$ cat config.mk
export PLATFORM = sky130hd
export DESIGN_NAME = alu_issue_queue
export DESIGN_NICKNAME = d
export VERILOG_FILES = /design/src/rtl/alu_issue_queue.sv
export SDC_FILE = /design/constraint.sdc
export NUM_CORES = 1
export LEC_CHECK = 0
export BUFFER_PORTS_ARGS = -buffer_cell sky130_fd_sc_hd__buf_4
export CAP_MARGIN = 10
export CORE_MARGIN = 5
export CORE_UTILIZATION = 55
export CTS_CLUSTER_SIZE = 24
export DETAILED_ROUTE_END_ITERATION = 8
export GPL_TIMING_DRIVEN = 0
export PLACE_DENSITY = 0.78
export SLEW_MARGIN = 20
export SYNTH_ARGS = -nofsm -noshare
export SYNTH_HDL_FRONTEND = slang
export SYNTH_SLANG_ARGS = --single-unit
$ cat constraint.sdc
create_clock -name clk -period 3 [get_ports clk]
set_input_delay 0.3 -clock clk [delete_from_list [all_inputs] [get_ports clk]]
set_output_delay 0.3 -clock clk [all_outputs]
set_load 0.02 [all_outputs]
$ cat src/rtl/alu_issue_queue.sv
// ALU issue queue: an age-ordered reservation station for ALU instructions.
// Entries are packed from index 0 (oldest) upward. Each cycle the lowest-index
// entry whose operands are both available is offered to the ALU, and the
// common data bus (CDB) wakes up waiting operands.
//
// Optional feature: define ALU_QUEUE_WAKEUP_BYPASS_EN so that an operand whose
// tag is on the CDB this cycle counts as ready, with cdb_data forwarded to
// issue_op1/issue_op2. Without the macro an entry woken by the CDB becomes
// issuable in the following cycle.
module alu_issue_queue #(
    parameter int DEPTH = 4
) (
    input  logic        clk,
    input  logic        rst,
    input  logic        flush,
    input  logic        dispatch_en,
    input  logic [31:0] op1_data,
    input  logic [31:0] op2_data,
    input  logic [5:0]  op1_tag,
    input  logic [5:0]  op2_tag,
    input  logic        op1_valid,
    input  logic        op2_valid,
    input  logic [5:0]  rd_tag,
    input  logic [2:0]  funct3,
    input  logic [2:0]  alu_ext,
    output logic        queue_full,
    input  logic        cdb_valid,
    input  logic [5:0]  cdb_tag,
    input  logic [31:0] cdb_data,
    output logic        issue_valid,
    input  logic        issue_ready,
    output logic [31:0] issue_op1,
    output logic [31:0] issue_op2,
    output logic [5:0]  issue_rd_tag,
    output logic [2:0]  issue_funct3,
    output logic [2:0]  issue_alu_ext
);

    localparam int CW = $clog2(DEPTH + 1);
    localparam int IW = $clog2(DEPTH);

`ifdef ALU_QUEUE_WAKEUP_BYPASS_EN
    localparam bit BYPASS = 1'b1;
`else
    localparam bit BYPASS = 1'b0;
`endif

    typedef struct packed {
        logic        op1_v;
        logic        op2_v;
        logic [31:0] op1_d;
        logic [31:0] op2_d;
        logic [5:0]  op1_t;
        logic [5:0]  op2_t;
        logic [5:0]  rd;
        logic [2:0]  f3;
        logic [2:0]  ext;
    } entry_t;

    entry_t        ent [DEPTH];
    entry_t        nxt [DEPTH];
    logic [CW-1:0] count;
    logic [CW-1:0] cnt_after;
    logic [CW-1:0] nxt_count;
    logic [DEPTH-1:0] ready;
    logic [IW-1:0] sel;
    logic          found;
    logic          fire;
    logic          do_disp;
    entry_t        new_ent;

    // Latch CDB data into every still-waiting operand whose tag matches.
    function automatic entry_t capture(entry_t e, logic cv, logic [5:0] ct,
                                       logic [31:0] cd);
        entry_t r;
        r = e;
        if (cv && !e.op1_v && (e.op1_t == ct)) begin
            r.op1_v = 1'b1;
            r.op1_d = cd;
        end
        if (cv && !e.op2_v && (e.op2_t == ct)) begin
            r.op2_v = 1'b1;
            r.op2_d = cd;
        end
        return r;
    endfunction

    // Operand readiness; the bypass path also accepts a live CDB tag match.
    function automatic logic opnd_ready(logic v, logic [5:0] t, logic cv,
                                        logic [5:0] ct);
        return v || (BYPASS && cv && (t == ct));
    endfunction

    // Operand value seen by the ALU, forwarding the CDB when bypassing.
    function automatic logic [31:0] opnd_value(logic v, logic [5:0] t,
                                               logic [31:0] d, logic cv,
                                               logic [5:0] ct, logic [31:0] cd);
        if (!v && BYPASS && cv && (t == ct)) begin
            return cd;
        end
        return d;
    endfunction

    assign queue_full = (count == CW'(DEPTH));

    // Pick the oldest entry with both operands available.
    always_comb begin
        ready = '0;
        sel   = '0;
        found = 1'b0;
        for (int i = 0; i < DEPTH; i++) begin
            ready[i] = (CW'(i) < count)
                    && opnd_ready(ent[i].op1_v, ent[i].op1_t, cdb_valid, cdb_tag)
                    && opnd_ready(ent[i].op2_v, ent[i].op2_t, cdb_valid, cdb_tag);
        end
        for (int i = DEPTH - 1; i >= 0; i--) begin
            if (ready[i]) begin
                sel   = IW'(i);
                found = 1'b1;
            end
        end
    end

    // Drive the ALU-facing outputs; data is zero when nothing is offered.
    always_comb begin
        issue_valid   = found;
        issue_op1     = '0;
        issue_op2     = '0;
        issue_rd_tag  = '0;
        issue_funct3  = '0;
        issue_alu_ext = '0;
        if (found) begin
            issue_op1     = opnd_value(ent[sel].op1_v, ent[sel].op1_t, ent[sel].op1_d,
                                       cdb_valid, cdb_tag, cdb_data);
            issue_op2     = opnd_value(ent[sel].op2_v, ent[sel].op2_t, ent[sel].op2_d,
                                       cdb_valid, cdb_tag, cdb_data);
            issue_rd_tag  = ent[sel].rd;
            issue_funct3  = ent[sel].f3;
            issue_alu_ext = ent[sel].ext;
        end
    end

    // Next-state entries: remove the issued one, compact, wake up, append.
    always_comb begin
        fire      = issue_valid && issue_ready;
        do_disp   = dispatch_en && !queue_full;
        cnt_after = count - CW'(fire);
        nxt_count = cnt_after + CW'(do_disp);

        new_ent.op1_v = op1_valid;
        new_ent.op2_v = op2_valid;
        new_ent.op1_d = op1_data;
        new_ent.op2_d = op2_data;
        new_ent.op1_t = op1_tag;
        new_ent.op2_t = op2_tag;
        new_ent.rd    = rd_tag;
        new_ent.f3    = funct3;
        new_ent.ext   = alu_ext;
        new_ent       = capture(new_ent, cdb_valid, cdb_tag, cdb_data);

        for (int i = 0; i < DEPTH; i++) begin
            nxt[i] = '0;
            if (fire && (CW'(i) >= CW'(sel))) begin
                if (i + 1 < DEPTH) begin
                    nxt[i] = capture(ent[(i + 1 < DEPTH) ? i + 1 : i],
                                     cdb_valid, cdb_tag, cdb_data);
                end
            end else begin
                nxt[i] = capture(ent[i], cdb_valid, cdb_tag, cdb_data);
            end
            if (do_disp && (CW'(i) == cnt_after)) begin
                nxt[i] = new_ent;
            end
        end
    end

    // Register entries and occupancy; flush empties the queue.
    always_ff @(posedge clk or negedge rst) begin
        if (!rst) begin
            count <= '0;
            for (int i = 0; i < DEPTH; i++) begin
                ent[i] <= '0;
            end
        end else if (flush) begin
            count <= '0;
        end else begin
            count <= nxt_count;
            for (int i = 0; i < DEPTH; i++) begin
                ent[i] <= nxt[i];
            end
        end
    end

endmodule

Yosys cells after proc, flatten, opt, wreduce, memory -nomap -nowiden
Cells that the tools add are included.
{"block": "op_classes", "n_reduce_logical": 61, "n_addsub": 2, "shift": 0, "n_eq_ne": 14, "magnitude_cmp": 8, "n_mux": 45, "bitwise": 2, "div_mod_pow": 0, "mul": 0}
{"op": "$mux 90", "n": 8}
{"op": "$mux 32", "n": 12}
{"op": "$bmux 90 s2", "n": 1}
{"op": "$mux 88", "n": 2}
{"op": "$eq 6x6->1", "n": 10}
{"op": "$logic_and 1x1->1", "n": 37}
{"op": "$mux 1", "n": 14}
{"op": "$reduce_and 2->1", "n": 6}
{"op": "$logic_not 1->1", "n": 11}
{"op": "$mux 3", "n": 3}
{"op": "$mux 2", "n": 4}
{"op": "$reduce_bool 2->1", "n": 4}
{"op": "$eq 2x3->1 const A", "n": 2}
{"op": "$lt 1x3->1 const A", "n": 2}
{"op": "$lt 2x3->1 const A", "n": 2}
{"op": "$mux 6", "n": 1}
{"op": "$reduce_bool 3->1", "n": 2}
{"op": "$ge 1x2->1 const A", "n": 2}
{"op": "$add 3x1->3", "n": 1}
{"op": "$eq 1x3->1 const A", "n": 1}
{"op": "$eq 3x3->1 const B", "n": 1}
{"op": "$ge 3x3->1 const B", "n": 1}
{"op": "$logic_not 3->1", "n": 1}
{"op": "$not 2->3", "n": 1}
{"op": "3 further kinds", "n": 3}
{"block": "totals", "memories": 0, "reg_bits": 363, "latchBits": 0, "rom_bits": 0, "wordCells": 169, "output_inout_bits": 78, "mem_bits_rw": 0}

Depth between registers and ports, before layout
{"block": "depth", "ltp_word": 13, "ltp_mapped": 13, "depth_no_buf": 10}

Worst setup path after synthesis
OpenSTA, ideal clock, no wires.
{"block": "synth_timing", "kind": "register to register", "startpoint": "reg count[1]", "endpoint": "reg ent[328] in the netlist's numbering", "arrival_ns": 3.124, "period_less_slack_ns": 3.249, "path_buffers": 3, "t_required_ns": 2.875, "setup_slack_ns": -0.249, "stages_incl_launch_ff": 14, "setup_ns": 0.125, "cell_sequence": "dfrtp_1 buf_6 o311a_4 a2111oi_4 nor2_1 ha_1 o211ai_1 a21o_1 nor2_1 a22oi_1 o21a_1 clkbuf_1 buf_2 mux2_2"}
{"block": "synth_via", "elab_chain_len": 13, "word_cells_on_any_way": 33, "cone_classes": "add/sub (1); order compare (5); eq/ne (1); mux (10); reduce/logical (16)"}
{"item": "start, declared", "line": "62", "source": "logic [CW-1:0] count;"}
{"item": "start signal, assigned", "line": "187", "source": "count <= nxt_count;"}
{"item": "$lt 2x3->1", "line": "112", "source": "ready[i] = (CW'(i) < count)"}
{"item": "$logic_and 1x1->1", "line": "113", "source": "&& opnd_ready(ent[i].op1_v, ent[i].op1_t, cdb_valid, cdb_tag)"}
{"item": "$logic_and 1x1->1", "line": "114", "source": "&& opnd_ready(ent[i].op2_v, ent[i].op2_t, cdb_valid, cdb_tag);"}
{"item": "$mux 1 (4 in a row)", "line": "117", "source": "if (ready[i]) begin"}
{"item": "$logic_and 1x1->1", "line": "145", "source": "fire = issue_valid && issue_ready;"}
{"item": "$sub 3x1->3", "line": "147", "source": "cnt_after = count - CW'(fire);"}
{"item": "$logic_not 3->1", "line": "171", "source": "if (do_disp && (CW'(i) == cnt_after)) begin"}
{"item": "$logic_and 1x1->1", "line": "171"}
{"item": "$reduce_bool 3->1 (no source line)"}
{"item": "$reduce_and 2->1 (no source line)"}
{"item": "end signal, assigned by index", "line": "189", "source": "ent[i] <= nxt[i];"}
{"item": "end, declared", "line": "60", "source": "entry_t ent [DEPTH];"}
Parallel ways exist; a longest one is shown, timed or not. The select of a mux whose other input is x is not followed.
A chain may end at the register's enable or synchronous reset.

Worst setup path after layout
{"block": "layout_timing", "startpoint": "reg count[2]", "endpoint": "reg ent[58] in the netlist's numbering"}
{"block": "layout_via", "elab_chain_len": 12, "word_cells_on_any_way": 25, "cone_classes": "add/sub (1); order compare (4); eq/ne (2); mux (6); reduce/logical (12)"}
{"item": "$lt 2x3->1", "line": "112"}
{"item": "$logic_and 1x1->1", "line": "113"}
{"item": "$logic_and 1x1->1", "line": "114"}
{"item": "$mux 1 (4 in a row)", "line": "117"}
{"item": "$logic_and 1x1->1", "line": "145"}
{"item": "$sub 3x1->3", "line": "147"}
{"item": "$eq 2x3->1", "line": "171"}
{"item": "$logic_and 1x1->1", "line": "171"}
{"item": "$mux 90 (*)", "line": "171"}
Mark *: on every way between the ends. The rest lies on a longest branch, timed or not. The select of a mux whose other input is x is not followed.

==> metrics <==
status=finished, violations left; failing checks=hold timing, setup timing; Longest Clk Path Bufs=3; overall power=about 30 mW; Syn Inst Count=2,145; routability cong.=0.990; final std cells w/o fill=roughly 3,100; core area=roughly 42,000 µm²; post-synth top area cell=dfrtp_1; DIE AREA=46,400 µm²; min Tclk post-route=around 3.5 ns; syn_area_per_cell=10.8 µm²; Setup-failing EPs final=roughly 430; vias per cell=7.59; crit end category=flip-flop; PD cells=around 990 nW/µm²; MaxCap Viol Count=0; pre-CTS WS=-0.925 ns; Worst Hold Class=in2reg; most frequent cells in the layout=dfrtp_1 (361), mux2_2 (178), buf_4 (161), clkbuf_1 (113), o22a_1 (112); share of post-route cells with drive strength above 1=0.360; switching fraction of total power=0.392; async set or reset register ratio after synthesis=1.00; utilization after layout=0.720; CP cell instances=buf_6 -> and3_4 -> a2111oi_4 -> buf_4 -> nor2_2 -> ha_4 -> xnor2_4 -> buf_4 -> nand3_1 -> a21boi_0 -> a21oi_2 -> buf_6 -> clkbuf_8 -> nor2b_1 -> a221o_1; Crit path largest cell delay=0.45 ns; H-tree depth=2; largest net degree at the start of global routing=95; Chip Height=215 µm; hold_ws=-0.00108 ns; Placed Cells=2,860; HPWL Detailed=59,000 µm; Slew Limit Fails=0; CTS tree=yes; most common cell after layout, fill and taps aside=dfrtp_1; Avg WL per Cell=32.1 µm; Arrival @ worst endpoint=approximately 4 ns; PnR worst setup slack=-0.546 ns; Critical Path Start Type=flip-flop; Site Rows=between 70 and 80; worst slew pin tran=1.15 ns; First-pass DRT Iterations=6; Final Cycle Share=1.18; clk slew on worst S/H paths=0.06 ns; register share of total power=0.302; net load switching power=11.7 mW; Fillers=2,715; Ports=212; kind of critical path=reg2reg; cell area after synthesis=23,200 µm²; slew margin rel.=0.232; Vias=23,167; Nets=approximately 2,600; Synth area leaders=dfrtp_1 (39%), mux2_2 (9.8%), mux4_2 (7.4%), o22a_1 (4.2%), a221o_1 (3.5%); worst-path cell with the longest stage delay=dfrtp_2; Worst Path Required=3.46 ns; Tot GR Track Use=0.389; unique cell type count in the Yosys netlist=69; Final Hold Viols=1; clk_lat worst skew=roughly 0.61 ns; RSZ-0062 raised after global routing=true; wirelength, routed=between 90,000 and 100,000 µm; initial antenna violation count=4; Yosys warning count=0; Layout area overhead=30.0%; first-pass GRT wire length=~140,000 µm; Root Driver=clkbuf_16; worst vdd ir=0.642 mV; Combinational Power Share=0.528; top_reg_cell synth=dfrtp_1; clock share of power=0.170; GR Overflow Total=0; TritonCTS buffer count=41; number of port buffers=172; Seq/Total Area, Yosys=0.392; area fraction of the dominant cell type after synthesis=0.392; Max Freq=around 280 MHz; syn nets=2,281; CTS Sinks=~360; Initial Util=0.554; Die X=215 µm; post-route antenna net violation count=0; P_int=18.1 mW; # DRC=0; violation count after the first detailed-routing iteration=3,509; static leakage=approximately 13 nW; crit path max fanout=10; vias in the first global route=23,069; number of synthesized flops with an enable pin=0; Synth Register Bits=around 360; clock skew=0.0282 ns
per-layer routing:
metal / vias to the layer above / part of all wire / GRT usage / wire length [µm]
met5: - / 0.00013 / 0 / 13
met4: 2 / 0.086 / 0.259 / 8390
met3: 692 / 0.14 / 0.121 / 13300
met2: 2156 / 0.43 / 0.584 / 42500
met1: 11317 / 0.34 / 0.487 / 33600
li1: 9000 / - / - / -
worst max-delay path, delay by kind of cell, from the launching register on:
kind	cells	cell delay, ns
AO/OA/AOI/OAI	4	1.11
buffers and inverters	5	0.86
AND/OR/NAND/NOR	4	0.59
flip-flops	1	0.45
XOR/XNOR	1	0.20
adder cells (fa/ha/maj)	1	0.18
through the flow:
step                      cell area, µm²  TNS, ns
after global placement             25200  -873.34
final                              30200  -120.10
after global routing               30200  -139.42
after floorplan                    23300        0
after CTS                          29400   -39.17
after detailed placement           25300  -190.82
what timing repair did:
action / CTS / global route
endpoints found under the hold margin: 158 / 0
hold buffers: 23 / 0
buffers inserted: 58 / 17
pin swaps: 63 / 38
gates resized for setup: 463 / 147
gates cloned: 19 / 7
setup endpoints to repair: 433 / 435
area by class of cell:
class,count,area [µm²],share of cell area
Sequential cell,363,9090,0.301
Inverter,45,171,0.00569
Clock inverter,7,42.5,0.00141
Buffer,241,1930,0.0640
Multi-Input combinational cell,1495,13700,0.455
Timing Repair Buffer,297,3290,0.109
Antenna cell,1,2.50,0.0000830
Clock buffer,66,1250,0.0415
Tap cell,539,674,0.0224
Yosys cell counts, types with 19 or more instances:
master	number
a21oi_1	96
a221o_1	82
a221oi_1	25
a22o_1	26
a22oi_1	35
a2bb2oi_1	89
and2_1	128
buf_2	56
clkbuf_1	165
dfrtp_1	363
inv_1	43
mux2_2	202
mux2i_1	40
mux4_2	76
nand2_1	66
nor2_1	49
nor2b_1	40
nor3_1	36
o2111ai_1	23
o211ai_1	89
o21ai_0	40
o22a_1	112
o311ai_0	26
o31ai_1	19
xnor2_1	39
xor2_1	24
state kept, by name (all words and copies together) (netlist names):
signal  flops
ent       360
count       3
cells by family after synthesis:
| kind of cell | synth area share |
|---|---|
| mux | 0.196 |
| buf+inv | 0.0513 |
| xor+xnor | 0.0238 |
| flops | 0.392 |
| simple gates | 0.0854 |
| compound gates | 0.250 |
| fa+ha+maj | 0.00108 |
power by group through the flow:
stage / Combinational (mW) / Sequential [mW] / Clock, mW
floorplan: 8.67 / 8.22 / 0
finish: 15.8 / 9.01 / 5.06
detailed placement: 11.8 / 8.81 / 0
global route: 16.3 / 9.15 / 5.20
global placement: 11.4 / 8.67 / 0
CTS: 14.4 / 8.77 / 4.99
worst paths after layout:
path	startpoint	to	slack, ns	cells after the start
max reg2reg	count[2]$_DFF_PN0_	ent[58]$_DFFE_PN0N_	-0.55	15
min reg2reg	ent[355]$_DFFE_PN0P_	ent[355]$_DFFE_PN0P_	0.50	1
max in group asynchronous	rst	ent[216]$_DFFE_PN0N_	1.56	4
min in group asynchronous	rst	ent[9]$_DFFE_PN0P_	0.16	2
max	count[2]$_DFF_PN0_	ent[58]$_DFFE_PN0N_	-0.55	15
min	op1_tag[1]	ent[19]$_DFFE_PN0P_	-0.001	2
(Power assumes the default switching activity.)
